## config.mk

```make
export PLATFORM = sky130hd
export DESIGN_NAME = fetch_unit
export DESIGN_NICKNAME = d
export VERILOG_FILES = /design/src/rtl/fetch_unit.sv
export SDC_FILE = /design/constraint.sdc
export NUM_CORES = 1
export LEC_CHECK = 0
export ABC_AREA = 0
export CORE_MARGIN = 10
export CORE_UTILIZATION = 53
export DETAILED_ROUTE_END_ITERATION = 6
export PLACE_DENSITY = 0.85
export SLEW_MARGIN = 0
export SYNTH_ARGS = -nofsm -noshare
export SYNTH_HDL_FRONTEND = slang
export SYNTH_SLANG_ARGS = --single-unit
```

## constraint.sdc

```tcl
create_clock -name clk -period 10.8 [get_ports clk]
set_input_delay 2.16 -clock clk [delete_from_list [all_inputs] [get_ports clk]]
set_output_delay 2.16 -clock clk [all_outputs]
set_load 0.02 [all_outputs]
```

## src/rtl/fetch_unit.sv

```systemverilog
// rtl/fetch_unit.sv - instruction fetch stage: PC, imem req/ack, IF/ID FIFO, jump redirect
// Optional macro IFU_ALIGN_CHECK_EN: misaligned redirect target halts fetch and raises if2cu_fault_o.
module fetch_unit #(
    parameter logic [31:0] RESET_PC   = 32'h0000_0000,
    parameter int          FIFO_DEPTH = 2
) (
    input  logic        clk,
    input  logic        rst,
    output logic        if2imem_req_o,
    output logic [31:0] if2imem_addr_o,
    input  logic        imem2if_ack_i,
    input  logic [31:0] imem2if_ins_i,
    input  logic        ex2if_jump_en_i,
    input  logic [31:0] ex2if_jump_addr_i,
    input  logic        cu2if_stall_i,
    output logic        if2ifid_valid_o,
    output logic [31:0] if2ifid_ins_o,
    output logic [31:0] if2ifid_addr_o,
    output logic        if2cu_fault_o
);
    localparam int             PW      = $clog2(FIFO_DEPTH);
    localparam logic [PW:0]    DEPTH_C = (PW+1)'(FIFO_DEPTH);
    localparam logic [31:0]    NOP     = 32'h0000_0013;

    logic [31:0]   pc;
    logic [PW-1:0] wr_ptr;
    logic [PW-1:0] rd_ptr;
    logic [PW:0]   count;
    logic          rst_q;
    logic          halted;
    logic          jump_take;
    logic [31:0]   jump_target;
    logic          push;
    logic          pop;
    logic [31:0]   ins_mem  [FIFO_DEPTH];
    logic [31:0]   addr_mem [FIFO_DEPTH];

`ifdef IFU_ALIGN_CHECK_EN
    // Once halted, only reset restarts fetch; later redirects are ignored.
    always_ff @(posedge clk) begin
        if (rst) begin
            halted <= 1'b0;
        end else if (jump_take && (ex2if_jump_addr_i[1:0] != 2'b00)) begin
            halted <= 1'b1;
        end
    end
    assign jump_take     = ex2if_jump_en_i && !halted;
    assign jump_target   = ex2if_jump_addr_i;
    assign if2cu_fault_o = halted;
`else
    assign halted        = 1'b0;
    assign jump_take     = ex2if_jump_en_i;
    assign jump_target   = ex2if_jump_addr_i & 32'hFFFF_FFFC;
    assign if2cu_fault_o = 1'b0;
`endif

    assign if2imem_req_o   = !rst_q && !halted && (count < DEPTH_C) && !ex2if_jump_en_i;
    assign if2imem_addr_o  = pc;
    assign if2ifid_valid_o = (count != '0) && !ex2if_jump_en_i;
    assign if2ifid_ins_o   = (count != '0) ? ins_mem[rd_ptr]  : NOP;
    assign if2ifid_addr_o  = (count != '0) ? addr_mem[rd_ptr] : 32'h0;

    assign push = if2imem_req_o && imem2if_ack_i;
    assign pop  = if2ifid_valid_o && !cu2if_stall_i;

    always_ff @(posedge clk) begin
        rst_q <= rst;
    end

    always_ff @(posedge clk) begin
        if (push) begin
            ins_mem[wr_ptr]  <= imem2if_ins_i;
            addr_mem[wr_ptr] <= pc;
        end
    end

    // Redirect outranks push/pop: any ack in the redirect cycle is dropped.
    always_ff @(posedge clk) begin
        if (rst) begin
            pc     <= RESET_PC;
            wr_ptr <= '0;
            rd_ptr <= '0;
            count  <= '0;
        end else if (jump_take) begin
            pc     <= jump_target;
            wr_ptr <= '0;
            rd_ptr <= '0;
            count  <= '0;
        end else begin
            if (push) begin
                wr_ptr <= wr_ptr + PW'(1);
                pc     <= pc + 32'd4;
            end
            if (pop) begin
                rd_ptr <= rd_ptr + PW'(1);
            end
            case ({push, pop})
                2'b10:   count <= count + (PW+1)'(1);
                2'b01:   count <= count - (PW+1)'(1);
                default: count <= count;
            endcase
        end
    end
endmodule
```

Yosys cells after proc, flatten, opt, wreduce, memory -nomap -nowiden
Memory sizes are Yosys's and may differ from the RTL's. A register that Yosys moved wholly into a read port is not among the register bits.
Cells that the tools add are included.
{"block": "totals", "regBits": 37, "mem_count": 2, "out_inout_bits": 99, "mem_bits_rw": 128}
{"memory": "addr_mem", "words": 2, "word_bits": 32, "read_ports": 1, "rd_clocked_by_memory_dff": 1, "wr": 1, "line": "36", "text": "logic [31:0] addr_mem [FIFO_DEPTH];"}
{"memory": "ins_mem", "words": 2, "word_bits": 32, "read_ports": 1, "rd_clocked_by_memory_dff": 1, "wr": 1, "line": "35", "text": "logic [31:0] ins_mem [FIFO_DEPTH];"}
{"block": "op_classes", "n_eq_ne": 2, "n_lt_le_gt_ge": 1, "n_reduce_logical": 12, "n_mux": 11, "addsub": 5}
{"op": "32-bit 2-to-1 mux", "n": 4}
{"op": "32-bit by 3-bit adder with 32-bit output, second input constant", "n": 1}
{"op": "1-bit 2-to-1 mux", "n": 6}
{"op": "2-bit nonzero test", "n": 3}
{"op": "1-bit logical AND", "n": 5}
{"op": "2-bit one-hot mux with 2 select lines", "n": 1}
{"op": "1-bit logical NOT", "n": 3}
{"op": "1-bit adder, second input constant", "n": 2}
{"op": "2-bit by 1-bit adder with 2-bit output, second input constant", "n": 1}
{"op": "2-bit by 1-bit equality test with 1-bit output, second input constant", "n": 1}
{"op": "2-bit equality test, second input constant", "n": 1}
{"op": "2-bit < comparator, second input constant", "n": 1}
{"op": "2-bit OR reduction", "n": 1}
{"op": "2-bit by 1-bit subtractor with 2-bit output, second input constant", "n": 1}

Longest topological paths before layout
{"block": "logic_depth", "depth_word": 6, "depth_mapped": 8, "mapped_depth_nobuf": 6}

Least setup slack after synthesis
OpenSTA, ideal clock, no wires.
{"block": "synth_timing", "path_type": "input to register", "from": "in imem2if_ack_i", "to": "mem addr_mem[0][10], enable pin", "cell_stages": 4, "path_buffers": 1, "t_arrival_ns": 5.420, "slack_ns": 4.898, "path_cell_list": "nor3b_2 clkbuf_1 nand2_1 nor2_1"}
{"block": "synth_between", "elab_chain_len": 3}
{"item": "start: declaration", "line": "11", "text": "input logic imem2if_ack_i,"}
{"item": "1-bit logical AND", "line": "63", "text": "assign push = if2imem_req_o && imem2if_ack_i;"}
{"item": "1-bit 2-to-1 mux", "line": "71", "text": "if (push) begin"}
{"item": "1-bit 2-to-1 mux (not written as such)", "line": "73", "text": "addr_mem[wr_ptr] <= pc;"}
{"item": "end: declaration", "line": "36"}
Every way passes these cells.

Final worst setup path
{"block": "layout_timing", "from": "in ex2if_jump_en_i", "to": "out if2imem_req_o"}
{"block": "layout_between", "elab_chain_len": 2}
{"item": "start: declaration", "line": "13", "text": "input logic ex2if_jump_en_i,"}
{"item": "1-bit logical NOT", "line": "57", "text": "assign if2imem_req_o = !rst_q && !halted && (count < DEPTH_C) && !ex2if_jump_en_i;"}
{"item": "1-bit logical AND", "line": "57"}
{"item": "end: declaration", "line": "9", "text": "output logic if2imem_req_o,"}
Every way passes these cells.

==> metrics.csv <==
stage;metric;value;unit
clock_network;clock buffer depth;2;
floorplan;die height;132;um
layout;synthesis-to-finish area growth;35.1;%
synthesis;syn avg cell area;13.0;sq um
clock_network;# hold bufs at CTS;0;
global_route;initial antenna violation count;0;
synthesis;Yosys cell types;43;
routing;Initial DRC Count;423;
synthesis;top-area cell type share of the netlist area;0.558;
critical_path;Startpoint Class;input port;
global_route;largest net degree at the start of global routing;63;
synthesis;number of enable flip-flop cells after synthesis;124;
timing;Worst Skew;0.0111;ns
hold_path;hold wc startpoint;rd_ptr;
timing;Fmax achieved;173;MHz
critical_path;critical path capture point type;primary output;
clock_network;clock buffer count from CTS;17;
layout;Layout Nets;734;
synthesis;main flop type after synthesis;edfxtp_1;
timing;WHS;0.512;ns
synthesis;cell accounting for the most synthesized area;edfxtp_1;
critical_path;Setup crit start;ex2if_jump_en_i;
timing;final setup vio count;0;
global_route;vias in the first global route;4792;
clock_network;post-cts resize count;0;
routing;vias per cell;5.49;
routing;via count;4633;
critical_path;RR Startpoint;count[1];
floorplan;initial core utilization;0.549;
routing;antenna-violating nets left;0;
floorplan;Die ar.;0.0175;sq mm
clock_network;CTS sink cnt;160;
critical_path;crit-path max FO;24;
synthesis;Syn. warnings;0;
placement;gp weighted congestion;0.812;
timing;setup_tns;0;ns
timing;unrepaired setup endpoints after global routing;no;
timing;Slew Limit Fails;0;
critical_path;Arrival @ worst endpoint;3.63;ns
routing;drt wl/cell;19.3;um
pwr;Max rail drop VDD;0.122;mV
synthesis;synthesized cell area;0.00667;sq mm
timing;Worst-Margin Slew;1.09;ns
layout;share of cells above drive strength 1;0.0769;
layout;Diodes inserted;0;
floorplan;IO Count;168;
timing;relative slew slack;0.275;
synthesis;Synth area leaders;edfxtp_1 (56%), dfxtp_1 (11%), mux2i_1 (9.6%), nor2_1 (5.3%), xnor2_1 (2.5%);
global_route;Total GRT Usage;0.183;
clock_network;clock slew at reported path FFs;0.06;ns
clock_network;CTS tree;yes;
synthesis;Cells after Synth;512;
layout;Post-Layout Inst Area;0.00901;sq mm
timing;final hold violation count;0;
floorplan;core area;0.0122;sq mm
flow_run;max_cap viols;0;
pwr;Pwr Density;158;mW/mm^2
global_route;first-pass GRT wire length;25600;um
synthesis;FF+latch count, synth;160;
critical_path;Req. time, crit path;8.64;ns
routing;Post-route DRC;0;
placement;PortBufs;160;
routing;drt total wl;16300;um
floorplan;Horiz. Die Dim;132;um
routing;Pre-antenna DRT Iters;5;
synthesis;async set-reset flop share out of synthesis;0;
placement;post-DP HPWL;11000;um
clock_network;number of setup buffers added after CTS;0;
layout;final core utilization;0.741;
placement;Cell Area, Placed;0.00839;sq mm
run_status;run status;finished, final reports clean;
floorplan;Core Rows;40;
global_route;gr ovfl total;0;
timing;Tcrit/Tclk final;0.536;
clock_network;clk_lat worst skew;0.41;ns
pwr;Power Total;0.00143;W
pwr;Leak;2.87;nW
hold_path;worst min path class;flip-flop to flip-flop;
critical_path;crit path kind;input port to primary output;
clock_network;number of H-tree branching levels;4;
clock_network;root buf cell;clkbuf_16;
synthesis;register area share after synthesis;0.666;
timing;min Tclk post-route;5.79;ns
[per-stage QoR]
step           instances  setup WS (ns)
2_1_floorplan        516           4.90
3_3_place_gp         812           5.01
3_5_place_dp         812           5.01
4_1_cts              844           4.99
5_1_grt              844           4.94
6_report             844           5.01
[cell usage in the layout, fill, tap and decap left out, drive strengths merged, types with 6 or more instances in the layout]
| master | netlist | routed |
|---|---|---|
| dfxtp | 36 | 36 |
| a21oi | 14 | 14 |
| nor4 | 9 | 9 |
| nand3 | 8 | 8 |
| clkdlybuf4s50 | 0 | 160 |
| xnor2 | 19 | 19 |
| mux2i | 64 | 64 |
| nor2 | 94 | 94 |
| clkbuf | 20 | 20 |
| nor3b | 6 | 6 |
| nand2 | 20 | 20 |
| edfxtp | 124 | 124 |
| nor3 | 9 | 9 |
| nand4 | 13 | 13 |
| o21ai | 7 | 7 |
| and3 | 8 | 8 |
| a211oi | 10 | 10 |
[cell usage after synthesis, types with 3 or more instances]
cell,instances
nor3b_1,5
o21ai_0,7
a21oi_1,14
nor3_1,9
buf_2,3
clkbuf_1,20
mux2i_1,64
a311oi_1,4
nor4_2,3
buf_1,8
or3_1,4
buf_4,5
and3_1,7
nor2_1,94
xor2_1,4
dfxtp_1,36
nor4_1,5
a2111oi_1,4
nand3_1,8
edfxtp_1,124
xnor2_1,19
nand2_1,20
nand4_1,12
a211oi_1,10
[worst paths after layout]
check | end | slack, ns | cells after the start
max reg2reg | addr_mem[0][27] | 7.61 | 4
min reg2reg | flip-flop | 0.51 | 2
min | flip-flop | 0.51 | 2
max | if2imem_req_o | 5.01 | 4
[kinds of logic (layout without fill, tap and decap cells)]
logic type | Yosys count | count (layout) | share of synthesized area
AOI/OAI and AO/OA | 44 | 44 | 0.0441
xor gates and xnor gates | 23 | 23 | 0.0302
adders and majority gates | 2 | 2 | 0.00375
buffers and inverters | 40 | 200 | 0.0270
DFF | 160 | 160 | 0.666
muxes | 64 | 64 | 0.0960
other | 1 | 5 | 0.000562
and+or+nand+nor | 178 | 178 | 0.132
[where the power goes]
group,internal [W],total [W],switching (W)
logic,0.0000549,0.000108,0.0000529
clock network,0.000385,0.000617,0.000232
registers,0.000681,0.000701,0.0000197
[per-layer routing]
metal,up-vias,GRT usage,share of wire
met3,17,0.0556,0.069
met2,170,0.307,0.51
met4,0,0.0611,0.0085
met5,-,0,0
met1,2268,0.219,0.41
li1,2178,-,-
[worst max-delay path, stage by stage]
cell and delay (ns):
clkdlybuf4s50_1 0.39, buf_4 0.22, nor3_1 0.21, clkdlybuf4s50_1 0.64
[sequential cells by signal (all words and copies together) (netlist names), named ones only]
register,cells
if2imem_addr_o,30
ins_mem,64
count,2
addr_mem,60
rd_ptr,1
wr_ptr,1
rst_q,1
[area by class of cell]
type	instances	area, sq um
clock inverters	12	158
clock buffers	20	468
well taps	168	210
inverters	3	11.3
fillers	796	3150
multi-input cells	316	2080
repair buffers	165	1640
flip-flops and latches	160	4450
Power figures use the tool's default switching activity.
